**config.mk**
```make
export PLATFORM = sky130hd
export DESIGN_NAME = tech_sync_debounce
export DESIGN_NICKNAME = d
export VERILOG_FILES = /design/src/rtl/tech_sync_debounce_pkg.sv /design/src/rtl/tech_sat_counter.sv /design/src/rtl/tech_sync_debounce.sv
export SDC_FILE = /design/constraint.sdc
export NUM_CORES = 1
export LEC_CHECK = 0
export ABC_AREA = 0
export ABC_CLOCK_PERIOD_IN_PS = 2800
export CORE_ASPECT_RATIO = 1.1
export CORE_UTILIZATION = 35
export CTS_BUF_LIST = sky130_fd_sc_hd__clkbuf_2
export CTS_CLUSTER_SIZE = 12
export DETAILED_ROUTE_END_ITERATION = 7
export PLACE_DENSITY = 0.67
export SLEW_MARGIN = 0
export SYNTH_ARGS = -nofsm -noshare
export SYNTH_HDL_FRONTEND = slang
export SYNTH_SLANG_ARGS = --single-unit
```
**constraint.sdc**
```tcl
create_clock -name clk -period 2.8 [get_ports clk]
set_input_delay 0.28 -clock clk [delete_from_list [all_inputs] [get_ports clk]]
set_output_delay 0.28 -clock clk [all_outputs]
set_load 0.01 [all_outputs]
```
**src/rtl/tech_sync_debounce_pkg.sv**
```systemverilog
// Shared constants for the debounce block: FSM encoding and glitch counter width.
package tech_sync_debounce_pkg;
  typedef enum logic {
    STABLE  = 1'b0,
    QUALIFY = 1'b1
  } deb_state_e;

  localparam int GLITCH_W = 8;
endpackage

```
**src/rtl/tech_sat_counter.sv**
```systemverilog
// Saturating up-counter with a synchronous clear that wins over increment.
// When clear and increment arrive together, the count restarts at 1.
module tech_sat_counter #(
  parameter int WIDTH = 8
) (
  input  logic             clk,
  input  logic             reset,
  input  logic             en,
  input  logic             inc,
  input  logic             clr,
  output logic [WIDTH-1:0] count
);
  always_ff @(posedge clk or posedge reset) begin
    if (reset)
      count <= '0;
    else if (en) begin
      if (clr)
        count <= inc ? WIDTH'(1) : '0;
      else if (inc && (count != '1))
        count <= count + WIDTH'(1);
    end
  end
endmodule

```
**src/rtl/tech_sync_debounce.sv**
```systemverilog
// Debounces a synchronised level: q only follows d after N consecutive enabled cycles of d!=q.
// Emits registered rise/fall strobes and counts rejected transitions.
module tech_sync_debounce
  import tech_sync_debounce_pkg::*;
#(
  parameter int CNT_WIDTH   = 16,
  parameter bit RESET_LEVEL = 1'b0
) (
  input  logic                 clk,
  input  logic                 clk__enable,
  input  logic                 reset,
  input  logic                 d,
  input  logic [CNT_WIDTH-1:0] threshold,
  input  logic                 glitch_clear,
  output logic                 q,
  output logic                 rise,
  output logic                 fall,
  output logic                 busy,
  output logic [GLITCH_W-1:0]  glitch_count
);
  deb_state_e           state, state_nxt;
  logic [CNT_WIDTH-1:0] cnt, n_eff;
  logic [CNT_WIDTH:0]   cnt_plus;
  logic                 commit, cnt_inc, cnt_clr, glitch;

  always_comb begin
    n_eff     = (threshold == '0) ? CNT_WIDTH'(1) : threshold;
    cnt_plus  = {1'b0, cnt} + {{CNT_WIDTH{1'b0}}, 1'b1};
    state_nxt = state;
    commit    = 1'b0;
    cnt_clr   = 1'b1;
    cnt_inc   = 1'b0;
    glitch    = 1'b0;
    case (state)
      STABLE: begin
        if (d != q) begin
          if (n_eff == CNT_WIDTH'(1))
            commit = 1'b1;
          else begin
            // clr+inc restarts the qualify count at 1
            state_nxt = QUALIFY;
            cnt_inc   = 1'b1;
          end
        end
      end
      QUALIFY: begin
        if (d == q) begin
          state_nxt = STABLE;
          glitch    = 1'b1;
        end else if (cnt_plus >= {1'b0, n_eff}) begin
          state_nxt = STABLE;
          commit    = 1'b1;
        end else begin
          cnt_clr = 1'b0;
          cnt_inc = 1'b1;
        end
      end
      default: state_nxt = STABLE;
    endcase
  end

  always_ff @(posedge clk or posedge reset) begin
    if (reset) begin
      state <= STABLE;
      q     <= RESET_LEVEL;
      rise  <= 1'b0;
      fall  <= 1'b0;
      busy  <= 1'b0;
    end else if (clk__enable) begin
      state <= state_nxt;
      busy  <= (state_nxt == QUALIFY);
      rise  <= commit & d;
      fall  <= commit & ~d;
      if (commit)
        q <= d;
    end
  end

  tech_sat_counter #(.WIDTH(CNT_WIDTH)) u_qual_cnt (
    .clk   (clk),
    .reset (reset),
    .en    (clk__enable),
    .inc   (cnt_inc),
    .clr   (cnt_clr),
    .count (cnt)
  );

  tech_sat_counter #(.WIDTH(GLITCH_W)) u_glitch_cnt (
    .clk   (clk),
    .reset (reset),
    .en    (clk__enable),
    .inc   (glitch),
    .clr   (glitch_clear),
    .count (glitch_count)
  );
endmodule
```
==> results.toml, run 1 <==
[outcome]
status = "finished with violations"
violations = "negative setup slack"

[synth]
synth_edf_count = 0
ys_seq_area_share_pct = 31.7
synthArstFlopShare_pct = 100
ys.warnings.count = 0
postSynthCellCount = 259
ys.flop_type = "dfrtp_1"
syn_avg_cell_area_um2 = 8.52
synthesis.area_um2 = 2210
synth_seq_cells = 28
syn_nets = 298
synth.distinct_cells = 47

[cts]
clk_latency_ps = 410
htree_levels = 1
numCtsBuffers = 3
path_clk_slew_ps = 300
cts_tree = "built"
cts-root-buf = "clkbuf_2"
clockBufferDepth = 2
clkSinkCount = 28

[floorplan]
core_area_um2 = 5910
dieArea_um2 = 6630
placementRows = 29
num_io_pins = 33
die_h_um = 85.3
die_w_um = 77.7
start_util_pct = 37.3

[finish]
area_growth_pct = 52.9
diodes = 0
final_layout_size_suffix_gt1_share_pct = 32.0
stdcell_count = 424
final_nets = 387
final_cell_mix = "buf_4, clkdlybuf4s50_1, inv_1"
final_common_cell = "buf_4"

[timing]
setup_ws_ps = -250
period_minus_slack_ps = 3050
maxSlewHeadroom_pct = 50.1
final-setup-viol-count = 19
worst_slew_pin_slew_ps = 744
period_share_pct = 109
max_freq_ghz = 0.328
hold_viol = 0
slew_viol_final = 0
rsz0062_at_grt = "true"
fin_worst_skew_ps = 11.7
whs_ps = 181

[detailed_routing]
ant_nets = 0
totalWireLength_um = 7060
first_iter_violations = 139
wl_per_cell_um = 16.7
vias = 2387
drt_first_pass_iters = 6
vias_per_cell = 5.63
drc_errors = 0

[power_and_ir_drop]
power.leakage_nw = 1.52
finalPower_w = 0.00164
power.density_nw_per_um2 = 485
irDropWorstVdd_v = 0.000343

[grt]
grt_pass1_wl_um = 11200
first_global_vias = 2355
grt_max_degree = 29
antenna_found_initial = 0
grtUsageTotal_pct = 21.5
grt_overflow = 0

[setup_path]
critPathMaxFanout = 5
cp_slowest_cell = "dfrtp_1"
crit_buf_inv = 2
worst_path_most_repeated_cell = "nand4_1"
crit_required_ps = 3120
crit_type = "reg2reg"
cp_top_family = "simple AND/OR/NAND/NOR gates"
max_stage_delay_ps = 470
cp_data_arrival_time_ps = 3370
crit_path_cell_trace = "ha_2 -> nand3_4 -> nor2_4 -> nand4_1 -> xnor2_2 -> ha_1 -> nand4_1 -> nor4_4 -> o21ai_2 -> and4b_4 -> buf_12 -> buf_6 -> o211ai_1 -> o21ai_1"
critPathLaunchType = "register"
end_kind = "register"

[worst_hold_path]
hold_class = "in2async"

[place]
dp.cells = 398
dp_hpwl_um = 4460
portBuffers = 32
gp_congestion = 0.879

[flow_run]
max_cap_violations = 0
-- final cells by class --
class                      count  area (um2)
multi-input combinational    196        1630
tap                           77        96.3
timing repair buffer          89         785
sequential                    28         703
fill                         505        2540
clock inverter                 1        30.0
clock buffer                   3        15.0
inverter                      30         113
-- cells by family (layout without fill, tap and decap cells) --
logic type | count (synthesis) | in the layout | share of synthesized area, %
xor+xnor | 14 | 14 | 5.56
compound gates | 57 | 58 | 18.6
flops | 28 | 28 | 31.7
fa+ha+maj | 18 | 18 | 10.2
simple gates | 104 | 106 | 26.6
buf+inv | 38 | 123 | 7.31
-- flip-flops by register name (all words and copies together) (netlist names) --
signal	flops
q	1
state	1
fall	1
rise	1
u_qual_cnt.count	16
u_glitch_cnt.count	8
-- final timing paths --
check / startpoint / endpoint / slack (ps) / cells after the start
max in group asynchronous: reset / u_qual_cnt.count[2] / 2320 / 3
min in group clk: d / q / 510 / 3
min: reset / u_qual_cnt.count[4] / 180 / 3
max reg2reg: u_qual_cnt.count[0] / u_qual_cnt.count[8] / -250 / 14
max: u_qual_cnt.count[0] / u_qual_cnt.count[8] / -250 / 14
min reg2reg: fall / fall / 540 / 1
-- cell usage after synthesis (2+ instances only) --
cell type | number | share of area, %
a31oi_1 | 5 | 1.4
o21ai_0 | 8 | 1.8
nand3_1 | 16 | 3.6
buf_6 | 2 | 1.0
xor2_1 | 5 | 2.0
nor4_1 | 4 | 1.1
o2bb2ai_1 | 3 | 1.2
a21o_1 | 2 | 0.68
a31o_1 | 2 | 0.79
nor2_1 | 14 | 2.4
nand3b_1 | 2 | 0.68
clkbuf_1 | 3 | 0.51
a21oi_1 | 13 | 2.9
inv_1 | 29 | 4.9
nand4_1 | 13 | 3.7
or3_1 | 2 | 0.57
o21ai_1 | 3 | 0.68
o22ai_1 | 5 | 1.4
nand2b_1 | 7 | 2.0
o221ai_2 | 3 | 2.0
ha_1 | 18 | 10
and3_1 | 7 | 2.0
buf_2 | 3 | 0.68
nand2_1 | 22 | 3.7
nor3_1 | 8 | 1.8
o211ai_1 | 4 | 1.4
xnor2_1 | 9 | 3.6
dfrtp_1 | 28 | 32
-- worst register-to-register path: stages, from the launching register on --
cell and delay (ps):
dfrtp_1 470, ha_2 230, nand3_4 140, nor2_4 140, nand4_1 170, xnor2_2 190
ha_1 310, nand4_1 180, nor4_4 350, o21ai_2 110, and4b_4 240, buf_12 140
buf_6 110, o211ai_1 80, o21ai_1 110
-- where the power goes --
part	internal (W)	switching, W	total, W
Clock	0.000123	0.000139	0.000262
Sequential	0.000460	0.0000748	0.000534
Combinational	0.000418	0.000421	0.000840
-- layer usage --
metal | part of all wire [%] | global-route usage (%) | vias to the layer above
met2 | 49 | 36.0 | 85
met5 | 0 | 0 | -
li1 | - | - | 1126
met1 | 40 | 27.0 | 1143
met3 | 5.2 | 2.26 | 33
met4 | 5.1 | 11.5 | 0
-- repair_timing --
| action | in CTS | in global routing |
|---|---|---|
| setup endpoints to repair | 20 | 20 |
| hold buffers | 0 | 0 |
| gates cloned | 3 | 0 |
| gates resized for setup | 29 | 16 |
| buffers inserted | 15 | 4 |
| pin swaps | 18 | 9 |
-- per-stage QoR --
step | setup TNS [ps] | instance area [um2] | worst slack [ps] | util (%)
4_1_cts | -169 | 3230 | -54.9 | 54.6
2_1_floorplan | 0 | 2210 | 55.3 | -
6_report | -2400 | 3380 | -250 | 57.1
5_1_grt | -4770 | 3380 | -343 | 57.1
3_5_place_dp | -2010 | 2880 | -149 | 48.7
3_3_place_gp | -1250 | 2880 | -113 | 48.7
Power figures use the tool's default switching activity.
==> run 2: changes to the inputs <==
PLACE_DENSITY = unset   (was 0.67)
==> run 2 against run 1 <==
Effect of this change:
- the flow still finishes with violations (negative setup slack)
- largest cell class unchanged
- hold slack better by 41 ps
- register-to-register slack better by 50 ps
- clock power decreased by 40%
- die area is the same
- fmax grew 1.8%
- clock skew down 1.5 ps
- largest power group unchanged
- first-iteration DRC count is 16% lower
- wire length is 11% lower
==> results.toml, run 2 (same netlist as run 1, synthesis figures left out) <==
[finish]
final_layout_size_suffix_gt1_share_pct = 29.3
area_growth_pct = 48.8
seqCellArea_um2 = 702
largestRegisters = "u_qual_cnt.count x16, u_glitch_cnt.count x8"
largest_reg_flops = 16
nFillCells = 531
final_nets = 378
largest_register = "u_qual_cnt.count"
final_common_cell = "buf_4"
final_cell_mix = "buf_4, clkdlybuf4s50_1, inv_1"
stdcell_count = 415
diodes = 0
multi_input_area_um2 = 1620

[power_and_ir_drop]
power.switching_w = 0.000602
swShare_pct = 39.4
pwr-share-comb_pct = 54.5
intPower_w = 0.000927
pwr-share-clk_pct = 10.2
irDropWorstVdd_v = 0.000361
power.density_nw_per_um2 = 466
finalPower_w = 0.00153
power.leakage_nw = 1.44
seq_power_share_pct = 35.3

[worst_hold_path]
hold_class = "in2async"

[place]
dp_hpwl_um = 4430
gp_congestion = 0.869
dp.cells = 399
portBuffers = 32

[detailed_routing]
ant_nets = 0
drt_first_pass_iters = 4
vias_per_cell = 5.44
totalWireLength_um = 6320
vias = 2257
first_iter_violations = 117
drc_errors = 0
wl_per_cell_um = 15.2

[floorplan]
placementRows = 29
die_w_um = 77.7
core_area_um2 = 5910
dieArea_um2 = 6630
start_util_pct = 37.3
num_io_pins = 33
die_h_um = 85.3

[outcome]
status = "finished with violations"
violations = "negative setup slack"

[flow_run]
max_cap_violations = 0

[setup_path]
cp_data_arrival_time_ps = 3300
crit_required_ps = 3100
reg2reg_depth = 13
r2r-end = "u_qual_cnt.count[13]"
startpoint = "u_qual_cnt.count[10]"
r2r-start = "u_qual_cnt.count[10]"
r2r_slack_ps = -200
critPathMaxFanout = 7
crit_type = "reg2reg"
critPathLaunchType = "register"
end_kind = "register"

[timing]
final-setup-viol-count = 20
fin_worst_skew_ps = 10.2
worst_slew_pin_slew_ps = 772
hold_viol = 0
setup_ws_ps = -196
slew_viol_final = 0
period_minus_slack_ps = 3000
rsz0062_at_grt = "true"
maxSlewHeadroom_pct = 48.2
period_share_pct = 107
max_freq_ghz = 0.334
fin_tns_setup_ps = -2620

[cts]
clk_latency_ps = 370
htree_levels = 1
numCtsBuffers = 3
cts_tree = "built"
clockBufferDepth = 2
cts-root-buf = "clkbuf_2"
path_clk_slew_ps = 280
clkSinkCount = 28

[grt]
grt_pass1_wl_um = 10100
antenna_found_initial = 0
first_global_vias = 2178
grt_max_degree = 29
grtUsageTotal_pct = 19.1
grt_overflow = 0
## run 2: cell types whose count changed in the layout (fill, tap and decap cells not counted), sizes merged
cell	change
a311o	-1
and4b	-1
buf	-6
bufinv	-1
clkinv	+1
nand2	-1
## run 2: worst max-delay path by stage
stage / slack, ps / endpoint
detailed placement: -170 / state
finish: -200 / u_qual_cnt.count[13]
CTS: -100 / u_qual_cnt.count[13]
global placement: -80 / u_qual_cnt.count[3]
global route: -310 / u_qual_cnt.count[13]
floorplan: 60 / u_qual_cnt.count[10]
## run 2: layer usage
metal  vias to the layer above  GRT usage [%]  wire length, um
met4                         0           3.77              144
met2                        60           33.2             3110
met3                        16           2.58              227
met5                         -              0                0
met1                      1078           25.2             2840
li1                       1103              -                -
## run 2: what timing repair did
| item | in CTS | in global routing |
|---|---|---|
| endpoints found under the setup margin | 20 | 20 |
| setup buffers | 7 | 5 |
| pin swaps | 22 | 22 |
| gates resized for setup | 25 | 21 |
| hold buffers | 0 | 0 |
## run 2: per-stage QoR
| step | hold WS, ps | area (um2) | worst slack [ps] | util, % |
|---|---|---|---|---|
| finish | 222 | 3280 | -196 | 55.5 |
| global route | 253 | 3280 | -309 | 55.5 |
| CTS | 228 | 3110 | -104 | 52.6 |
| detailed placement | 482 | 2890 | -168 | 48.8 |
| global placement | 490 | 2890 | -81.3 | 48.8 |
| floorplan | 345 | 2210 | 55.3 | - |
## run 2: worst max-delay path, stage by stage (launching register included)
cell and delay [ps]:
dfrtp_1 430, nand4_1 160, buf_4 180, nor4_4 340
and3_4 240, xor2_1 80, ha_1 340, nand3_2 110
nor4_4 300, o21ai_2 90, and4b_4 260, buf_6 140
a31oi_4 160, o22ai_2 90
## run 2: cell type report
cell class | count | share of cell area (%)
well taps | 77 | 2.93
inverters | 30 | 3.43
repair buffers | 83 | 22.5
multi-input cells | 193 | 49.2
flip-flops and latches | 28 | 21.4
clock inverters | 1 | 0.114
clock buffers | 3 | 0.457
## run 2: power groups by stage
stage / Clock (W) / Sequential, W / Combinational, W
floorplan: 0 / 0.000540 / 0.000360
global placement: 0 / 0.000532 / 0.000639
detailed placement: 0 / 0.000533 / 0.000646
CTS: 0.000162 / 0.000534 / 0.000782
global route: 0.000177 / 0.000551 / 0.000907
finish: 0.000156 / 0.000539 / 0.000834
